<file path="config.mk">
export PLATFORM = sky130hd
export DESIGN_NAME = if_fetch_unit
export DESIGN_NICKNAME = d
export VERILOG_FILES = /design/src/rtl/if_fetch_unit.sv
export SDC_FILE = /design/constraint.sdc
export NUM_CORES = 1
export LEC_CHECK = 0
export BUFFER_PORTS_ARGS = -buffer_cell sky130_fd_sc_hd__buf_2
export CORE_AREA = 3 3 148 150
export DETAILED_ROUTE_END_ITERATION = 8
export DIE_AREA = 0 0 151 153
export PLACE_DENSITY = 0.7
export SYNTH_ARGS = -nofsm -noshare
export SYNTH_HDL_FRONTEND = slang
export SYNTH_SLANG_ARGS = --single-unit
</file>
<file path="constraint.sdc">
create_clock -name clk -period 7 [get_ports clk]
set_clock_uncertainty 0.05 [all_clocks]
set_input_delay 0.7 -clock clk [delete_from_list [all_inputs] [get_ports clk]]
set_output_delay 0.7 -clock clk [all_outputs]
set_load 0.005 [all_outputs]
</file>
<file path="src/rtl/if_fetch_unit.sv">
// Fetch stage: owns the fetch PC, reads instruction memory over a req/ack
// handshake and queues returned words with their PC+4 for the IF/ID register.
module if_fetch_unit #(
    parameter logic [31:0] RESET_PC = 32'h0000_0000,
    parameter int          DEPTH    = 2
) (
    input  logic        clk,
    input  logic        rst_n,
    input  logic        stalld,
    input  logic        pc_src,
    input  logic [31:0] pc_target,
    output logic        imem_req,
    output logic [31:0] imem_addr,
    input  logic        imem_ack,
    input  logic [31:0] imem_rdata,
    output logic [31:0] rd,
    output logic [31:0] pcp4f,
    output logic        fetch_empty,
    output logic [31:0] pcf
);

    localparam int PTR_W = $clog2(DEPTH);
    localparam int CNT_W = PTR_W + 1;
    localparam logic [CNT_W-1:0] DEPTH_C = CNT_W'(DEPTH);
    localparam logic [31:0] RESET_PC_ALIGNED = RESET_PC & 32'hFFFF_FFFC;

    typedef enum logic [1:0] {
        IDLE = 2'd0,
        BUSY = 2'd1,
        DROP = 2'd2
    } state_t;

    state_t            state_reg, state_next;
    logic              req_reg, req_next;
    logic [31:0]       addr_reg, addr_next;
    logic [31:0]       pcf_reg, pcf_next;
    logic [CNT_W-1:0]  count_reg, count_next;
    logic [PTR_W-1:0]  wr_ptr_reg, wr_ptr_next;
    logic [PTR_W-1:0]  rd_ptr_reg, rd_ptr_next;

    logic [31:0]       instr_mem [DEPTH];
    logic [31:0]       pcp4_mem  [DEPTH];

    logic              push, pop, space, head_valid;
    logic [31:0]       target_aligned, addr_plus4, pcf_plus4;

    assign target_aligned = pc_target & 32'hFFFF_FFFC;
    assign addr_plus4     = addr_reg + 32'd4;
    assign pcf_plus4      = pcf_reg + 32'd4;

    // A word returning together with a redirect is never enqueued.
    assign push = (state_reg == BUSY) && imem_ack && !pc_src;
    assign pop  = (count_reg != '0) && !stalld && !pc_src;

    always_comb begin
        count_next  = count_reg;
        wr_ptr_next = wr_ptr_reg;
        rd_ptr_next = rd_ptr_reg;
        if (pc_src) begin
            count_next  = '0;
            wr_ptr_next = '0;
            rd_ptr_next = '0;
        end else begin
            if (push) wr_ptr_next = wr_ptr_reg + PTR_W'(1);
            if (pop)  rd_ptr_next = rd_ptr_reg + PTR_W'(1);
            case ({push, pop})
                2'b10:   count_next = count_reg + CNT_W'(1);
                2'b01:   count_next = count_reg - CNT_W'(1);
                default: count_next = count_reg;
            endcase
        end
    end

    // A new request is only launched if its word is guaranteed a slot.
    assign space = (count_next < DEPTH_C);

    always_ff @(posedge clk or negedge rst_n) begin
        if (!rst_n) begin
            state_reg <= IDLE;
        end else begin
            state_reg <= state_next;
        end
    end

    always_comb begin
        state_next = state_reg;
        case (state_reg)
            IDLE: begin
                if (!pc_src && space) state_next = BUSY;
            end
            BUSY: begin
                if (imem_ack) begin
                    if (pc_src || !space) state_next = IDLE;
                end else if (pc_src) begin
                    state_next = DROP;
                end
            end
            DROP: begin
                if (imem_ack) state_next = IDLE;
            end
            default: state_next = IDLE;
        endcase
    end

    always_comb begin
        req_next  = req_reg;
        addr_next = addr_reg;
        pcf_next  = pcf_reg;
        case (state_reg)
            IDLE: begin
                if (pc_src) begin
                    pcf_next = target_aligned;
                end else if (space) begin
                    addr_next = pcf_reg;
                    req_next  = 1'b1;
                end
            end
            BUSY: begin
                if (imem_ack && !pc_src) begin
                    pcf_next = pcf_plus4;
                    if (space) begin
                        addr_next = pcf_plus4;
                    end else begin
                        req_next = 1'b0;
                    end
                end else if (imem_ack) begin
                    pcf_next = target_aligned;
                    req_next = 1'b0;
                end else if (pc_src) begin
                    // Keep the old request on the bus until memory answers it.
                    pcf_next = target_aligned;
                end
            end
            DROP: begin
                if (pc_src)   pcf_next = target_aligned;
                if (imem_ack) req_next = 1'b0;
            end
            default: req_next = 1'b0;
        endcase
    end

    always_ff @(posedge clk or negedge rst_n) begin
        if (!rst_n) begin
            req_reg    <= 1'b0;
            addr_reg   <= 32'h0000_0000;
            pcf_reg    <= RESET_PC_ALIGNED;
            count_reg  <= '0;
            wr_ptr_reg <= '0;
            rd_ptr_reg <= '0;
        end else begin
            req_reg    <= req_next;
            addr_reg   <= addr_next;
            pcf_reg    <= pcf_next;
            count_reg  <= count_next;
            wr_ptr_reg <= wr_ptr_next;
            rd_ptr_reg <= rd_ptr_next;
        end
    end

    // Queue storage carries no reset; validity comes from count alone.
    always_ff @(posedge clk) begin
        if (push) begin
            instr_mem[wr_ptr_reg] <= imem_rdata;
            pcp4_mem[wr_ptr_reg]  <= addr_plus4;
        end
    end

    assign head_valid  = (count_reg != '0) && !pc_src;
    assign rd          = head_valid ? instr_mem[rd_ptr_reg] : 32'h0000_0000;
    assign pcp4f       = head_valid ? pcp4_mem[rd_ptr_reg]  : 32'h0000_0000;
    assign fetch_empty = (count_reg == '0);
    assign imem_req    = req_reg;
    assign imem_addr   = addr_reg;
    assign pcf         = pcf_reg;

endmodule

</file>
# Word-level counts from Yosys, hierarchy flattened
# Memory sizes are Yosys's and may differ from the RTL's.
# Cells that the tools add are included.
[totals] reg_bits=71 latchBits=0 ramBits=128 mem_bits_ro=0 input_bits=69 out_inout_bits=130 elab_cells=82 n_memories=2
[classes] n_addsub=6 multipliers=0 div_mod_pow=0 order_cmp=1 eq_ne=13 shift=0 mux=31 bitwise=0 reduce_logical=22
[memory_table] name="instr_mem" words=2 width=32 read_ports=1 rd_clocked_by_memory_dff=0 write_ports=1 line_no="41" source="logic [31:0] instr_mem [DEPTH];"
[memory_table] name="pcp4_mem" words=2 width=32 read_ports=1 rd_clocked_by_memory_dff=0 write_ports=1 line_no="42" source="logic [31:0] pcp4_mem [DEPTH];"
[op_table] cell="32-bit two-way mux" count=9
[op_table] cell="32-bit case mux with 2 select lines" count=2
[op_table] cell="32-bit by 3-bit adder with 32-bit output, second input constant" count=2
[op_table] cell="2-bit two-way mux" count=6
[op_table] cell="1-bit two-way mux" count=11
[op_table] cell="2-bit != test, second input constant" count=5
[op_table] cell="2-bit nonzero test" count=5
[op_table] cell="1-bit logical AND" count=7
[op_table] cell="3-bit != test, second input constant" count=2
[op_table] cell="2-bit case mux with 3 select lines" count=1
[op_table] cell="5-bit AND reduction" count=1
[op_table] cell="2-bit by 1-bit equality test with 1-bit output, second input constant" count=2
[op_table] cell="2-bit equality test, second input constant" count=2
[op_table] cell="2-bit zero test" count=2
[op_table] cell="2-bit case mux with 2 select lines" count=1
[op_table] cell="4-bit AND reduction" count=1
[op_table] cell="1-bit zero test" count=3
[op_table] cell="3-bit by 2-bit != test with 1-bit output, second input constant" count=1
[op_table] cell="1-bit case mux with 3 select lines" count=1
[op_table] cell="3-bit AND reduction" count=1
[op_table] cell="1-bit adder, second input constant" count=2
[op_table] cell="2-bit by 1-bit adder with 2-bit output, second input constant" count=1
[op_table] cell="2-bit less-than comparator, second input constant" count=1
[op_table] cell="2-bit by 1-bit != test with 1-bit output, second input constant" count=1
[op_table] cell="3 further kinds" count=3

# Longest topological paths before layout
[depth] ltp_word=12 depth_mapped=12

# Worst setup path before layout
# Ideal clock, no wire load.
[synth_path] path_type="input -> register" start="in imem_ack" end="mem instr_mem[0][0] (enable)" setup_ps=487 t_arrival_ps=4170 required_time_ps=6463 setup_slack_ps=2294 cell_stages=6 path_buffers=2 path_cell_list="nand2_1 > nor3_1 > inv_1 > clkbuf_1 > buf_1 > nor2_1"
[synth_between] elab_chain_cells=4
[synth_rtl] element="start, declared" line_no="14" source="input logic imem_ack,"
[synth_rtl] element="1-bit logical AND (2 in series)" line_no="52" source="assign push = (state_reg == BUSY) && imem_ack && !pc_src;"
[synth_rtl] element="1-bit two-way mux" line_no="162" source="if (push) begin"
[synth_rtl] element="1-bit two-way mux (implied by the code)" line_no="163" source="instr_mem[wr_ptr_reg] <= imem_rdata;"
[synth_rtl] element="end, declared" line_no="41"
# No other way between the ends.

# Worst setup path after layout
[layout_path] start="in pc_src" end="reg addr_reg[0], in the netlist imem_addr[0]"
[layout_between] elab_chain_cells=8 word_cells_on_any_way=14
[layout_rtl] element="start, declared" line_no="10" source="input logic pc_src,"
[layout_rtl] element="1-bit zero test" line_no="52, 53, 119"
[layout_rtl] element="1-bit logical AND (on tied branches)" line_no="53, 52"
[layout_rtl] element="2-bit by 1-bit equality test with 1-bit output or 2-bit equality test (tied branches)" line_no="66" source="case ({push, pop})"
[layout_rtl] element="2-bit case mux with 2 select lines" line_no="66"
[layout_rtl] element="2-bit two-way mux" line_no="59" source="if (pc_src) begin"
[layout_rtl] element="2-bit less-than comparator" line_no="75" source="assign space = (count_next < DEPTH_C);"
[layout_rtl] element="2-bit != test (no line)"
[layout_rtl] element="5-bit AND reduction (no line) (*)"
[layout_rtl] element="end signal, assigned" line_no="152" source="addr_reg <= addr_next;"
[layout_rtl] element="end, declared" line_no="35" source="logic [31:0] addr_reg, addr_next;"
# Mark *: on every way between the ends. The rest lies on a longest branch, timed or not.
# A chain may end at the register's enable or synchronous reset.

==> metrics.md <==
| Metric | Value |
|---|---|
| DRT iter0 DRCs | 297 |
| Drt total wl | between 20 and 25 mm |
| Top post-synthesis cells by count | edfxtp_1 (128), nor2_1 (97), nand2_1 (78), dfrtp_1 (71), mux2i_1 (65) |
| CTS root buf | clkbuf_16 |
| Final Power | around 2.9 mW |
| CP Launch Type | input port |
| CTS Sinks | slightly below 200 |
| Largest fanout on the critical path | 65 |
| Clock-pin slew on the worst setup and hold paths | about 0.07 ns |
| Pwr Density | around 260 mW/mm^2 |
| Total GRT Usage | 18.96% |
| Setup total negative slack | 0 ns |
| Critical R2R Capture | imem_addr[0] |
| FMAX | approximately 270 MHz |
| Die ar. | about 0.023 mm^2 |
| CTS tree | done |
| First-pass GRT wire length | between 30 and 40 mm |
| Layout Nets | ~1,100 |
| Initial Utilization | roughly 45% |
| CP Class | input port to flip-flop |
| R2R Setup Slk | ~3.7 ns |
| Leak pwr | 4.375 nW |
| Tcrit/Tclk final | 52.27% |
| R2R cell count | 9 |
| Biggest regs | instr_mem (64), pcp4_mem (64) |
| RSZ-0062 raised after global routing | no |
| RD Place Congestion | approximately 0.9 |
| Via count | 6,834 |
| Slew headroom | roughly a third |
| Antenna Cells | 0 |
| Syn_nets | ~890 |
| Port bufs | 196 |
| Slew at the pin closest to its max-slew limit | ~0.97 ns |
| Cell Count, Final, Fillers Out | 1,287 |
| IO Pins | roughly 200 |
| Worst Setup SP | pc_src |
| Worst hold path type | input port to flip-flop |
| Register area share after synthesis | between 60 and 70% |
| Outcome | complete, no violations |
| Routed len/inst | 17.07 um |
| Clk buf depth | 2 |
| H-tree levels | 4 |
| Crit path DAT | 3.91 ns |
| Vias per cell | between 5 and 6 |
| Worst skew pair latency | between 0.4 and 0.5 ns |
| Prevailing post-synth register cell | edfxtp_1 |
| Minimum clock period | 3.659 ns |
| Crit-path cells | buf_2 > inv_1 > o21ai_4 > buf_4 > nor2_1 > ha_1 > xnor2_1 > or3_1 > nand4_1 > buf_4 > mux2_2 |
| # Max-Cap Violations | 0 |
| R2r startpoint | count_reg[0] |
| Unique cell type count in the Yosys netlist | approximately 40 |
| Crit end category | flip-flop |
| FF+latch count, synth | 199 |
| Die W | approximately 150 um |
| Detailed-route DRC error count | 0 |
| Worst EP required | approximately 7.3 ns |
| Antenna violations before repair | 0 |
| Synth top area share | between 40% and 50% |
| Post-CTS sizing | 0 |
| Hold Buf Count CTS | 0 |
| Die height | 153 um |
| Most frequent CP cell | buf_4 |
| YS warnings | 0 |
| EDFF count, synth | 128 |
| Site Rows | 53 |
| Final hold viol count | 0 |
| Vias in the first global route | approximately 6,600 |
| Num CTS Buffers | 17 |
| GR Overflow Total | 0 |
| Top-count cell post-synth | edfxtp_1 |
| Core box area | ~0.021 mm^2 |
| Routed Antenna Nets | 0 |
| Crit path capture | imem_addr[0] |
| DR pass1 iterations | 5 |
| Largest net degree at the start of global routing | approximately 70 |
| Final core utilization | 53.84% |
| Post-Synthesis Cell Area | roughly 0.0093 mm^2 |
| Ys async rst share | 35.68% |
| VDD IR max | between 0.1 and 0.15 mV |
| Largest cells by area after synthesis | edfxtp_1 (41%), dfrtp_1 (19%), mux2i_1 (7.0%) |
| Ratio of cells with drive above 1 in the final layout | between 20% and 30% |
| Max Slew Vio Count | 0 |
| Area Growth Syn to Fin | 20.29% |
| Synth Instances | just over 800 |
| Final setup viols | 0 |
| Hpwl dp | around 15 mm |
| Placed instance count | between 1,000 and 1,500 |
| Synth area leader | edfxtp_1 |
| Crit-path max cell delay | ~0.57 ns |
| Syn avg cell area | approximately 11 um^2 |
| # Post-CTS Setup Buffers | 0 |
| Slowest cell on the critical path | buf_4 |
-- cells by family (layout without fill, tap and decap cells) --
| family | after synthesis | count (layout) | share of synthesized area [%] |
|---|---|---|---|
| AND/OR/NAND/NOR | 299 | 299 | 15.13 |
| flip-flops | 199 | 199 | 60.30 |
| AO/OA/AOI/OAI | 121 | 121 | 7.639 |
| XOR/XNOR | 69 | 69 | 6.484 |
| multiplexers | 67 | 67 | 7.222 |
| buffers and inverters | 62 | 253 | 2.685 |
| adder cells (fa/ha/maj) | 4 | 4 | 0.5370 |
-- where the power goes --
| part | switching, mW | leakage, nW | internal [mW] |
|---|---|---|---|
| Clock | 0.458 | 0.312 | 0.579 |
| Combinational | 0.198 | 2.03 | 0.162 |
| Sequential | 0.132 | 2.04 | 1.36 |
-- worst min-delay path by stage --
| stage | startpoint | to | slack [ns] | cells past startpoint |
|---|---|---|---|---|
| 2_1_floorplan | rst_n | count_reg[0] | 0.35 | 0 |
| 3_3_place_gp | pcf[0] | pcf[0] | 0.45 | 1 |
| 3_5_place_dp | imem_addr[31] | imem_addr[31] | 0.47 | 2 |
| 4_1_cts | imem_rdata[8] | instr_mem[1][8] | 0.37 | 1 |
| 5_1_grt | imem_rdata[31] | instr_mem[1][31] | 0.38 | 1 |
| 6_report | imem_rdata[10] | instr_mem[0][10] | 0.41 | 1 |
-- stage by stage --
step	instance area (um^2)	hold WS [ns]	worst slack, ns
5_1_grt	11210	0.3768	3.136
3_3_place_gp	10570	0.4501	3.035
4_1_cts	11210	0.3721	3.357
6_report	11210	0.4067	3.341
2_1_floorplan	9320	0.3544	2.294
3_5_place_dp	10570	0.4698	2.940
-- layout by cell type (no fill, tap or decap), drive strengths merged, types with 7 or more instances in the layout --
master,instances
buf,210
nand4,22
and2,7
o22ai,17
a21oi,21
nand2b,12
dfrtp,71
nor3,16
xor2,32
and3,13
edfxtp,128
clkbuf,17
xnor2,37
nand2,78
o21ai,56
nor2,97
mux2i,65
inv,17
nor4,9
nand3,28
a221o,7
-- critical path: cells and delay by family --
family	cells	cell delay [ns]
AO/OA/AOI/OAI	1	0.10
AND/OR/NAND/NOR	3	0.66
XOR/XNOR	1	0.15
adder cells (fa/ha/maj)	1	0.27
buffers and inverters	4	1.63
multiplexers	1	0.40
-- layer usage --
layer / wire length [um] / share of wire, % / GRT usage, %
met3: 1466 / 6.7 / 4.121
met4: 456 / 2.1 / 6.174
met1: 9525 / 43 / 25.47
met2: 10530 / 48 / 30.69
met5: 0 / 0 / 0
-- area by class of cell --
type                       instances  area (um^2)
sequential                       199         5624
tap                              275        344.1
clock inverter                    15        211.5
multi-input combinational        560         3478
timing repair buffer             210         1086
fill                            1851         9612
inverter                          11        41.29
clock buffer                      17        425.4
Power figures use the tool's default switching activity.
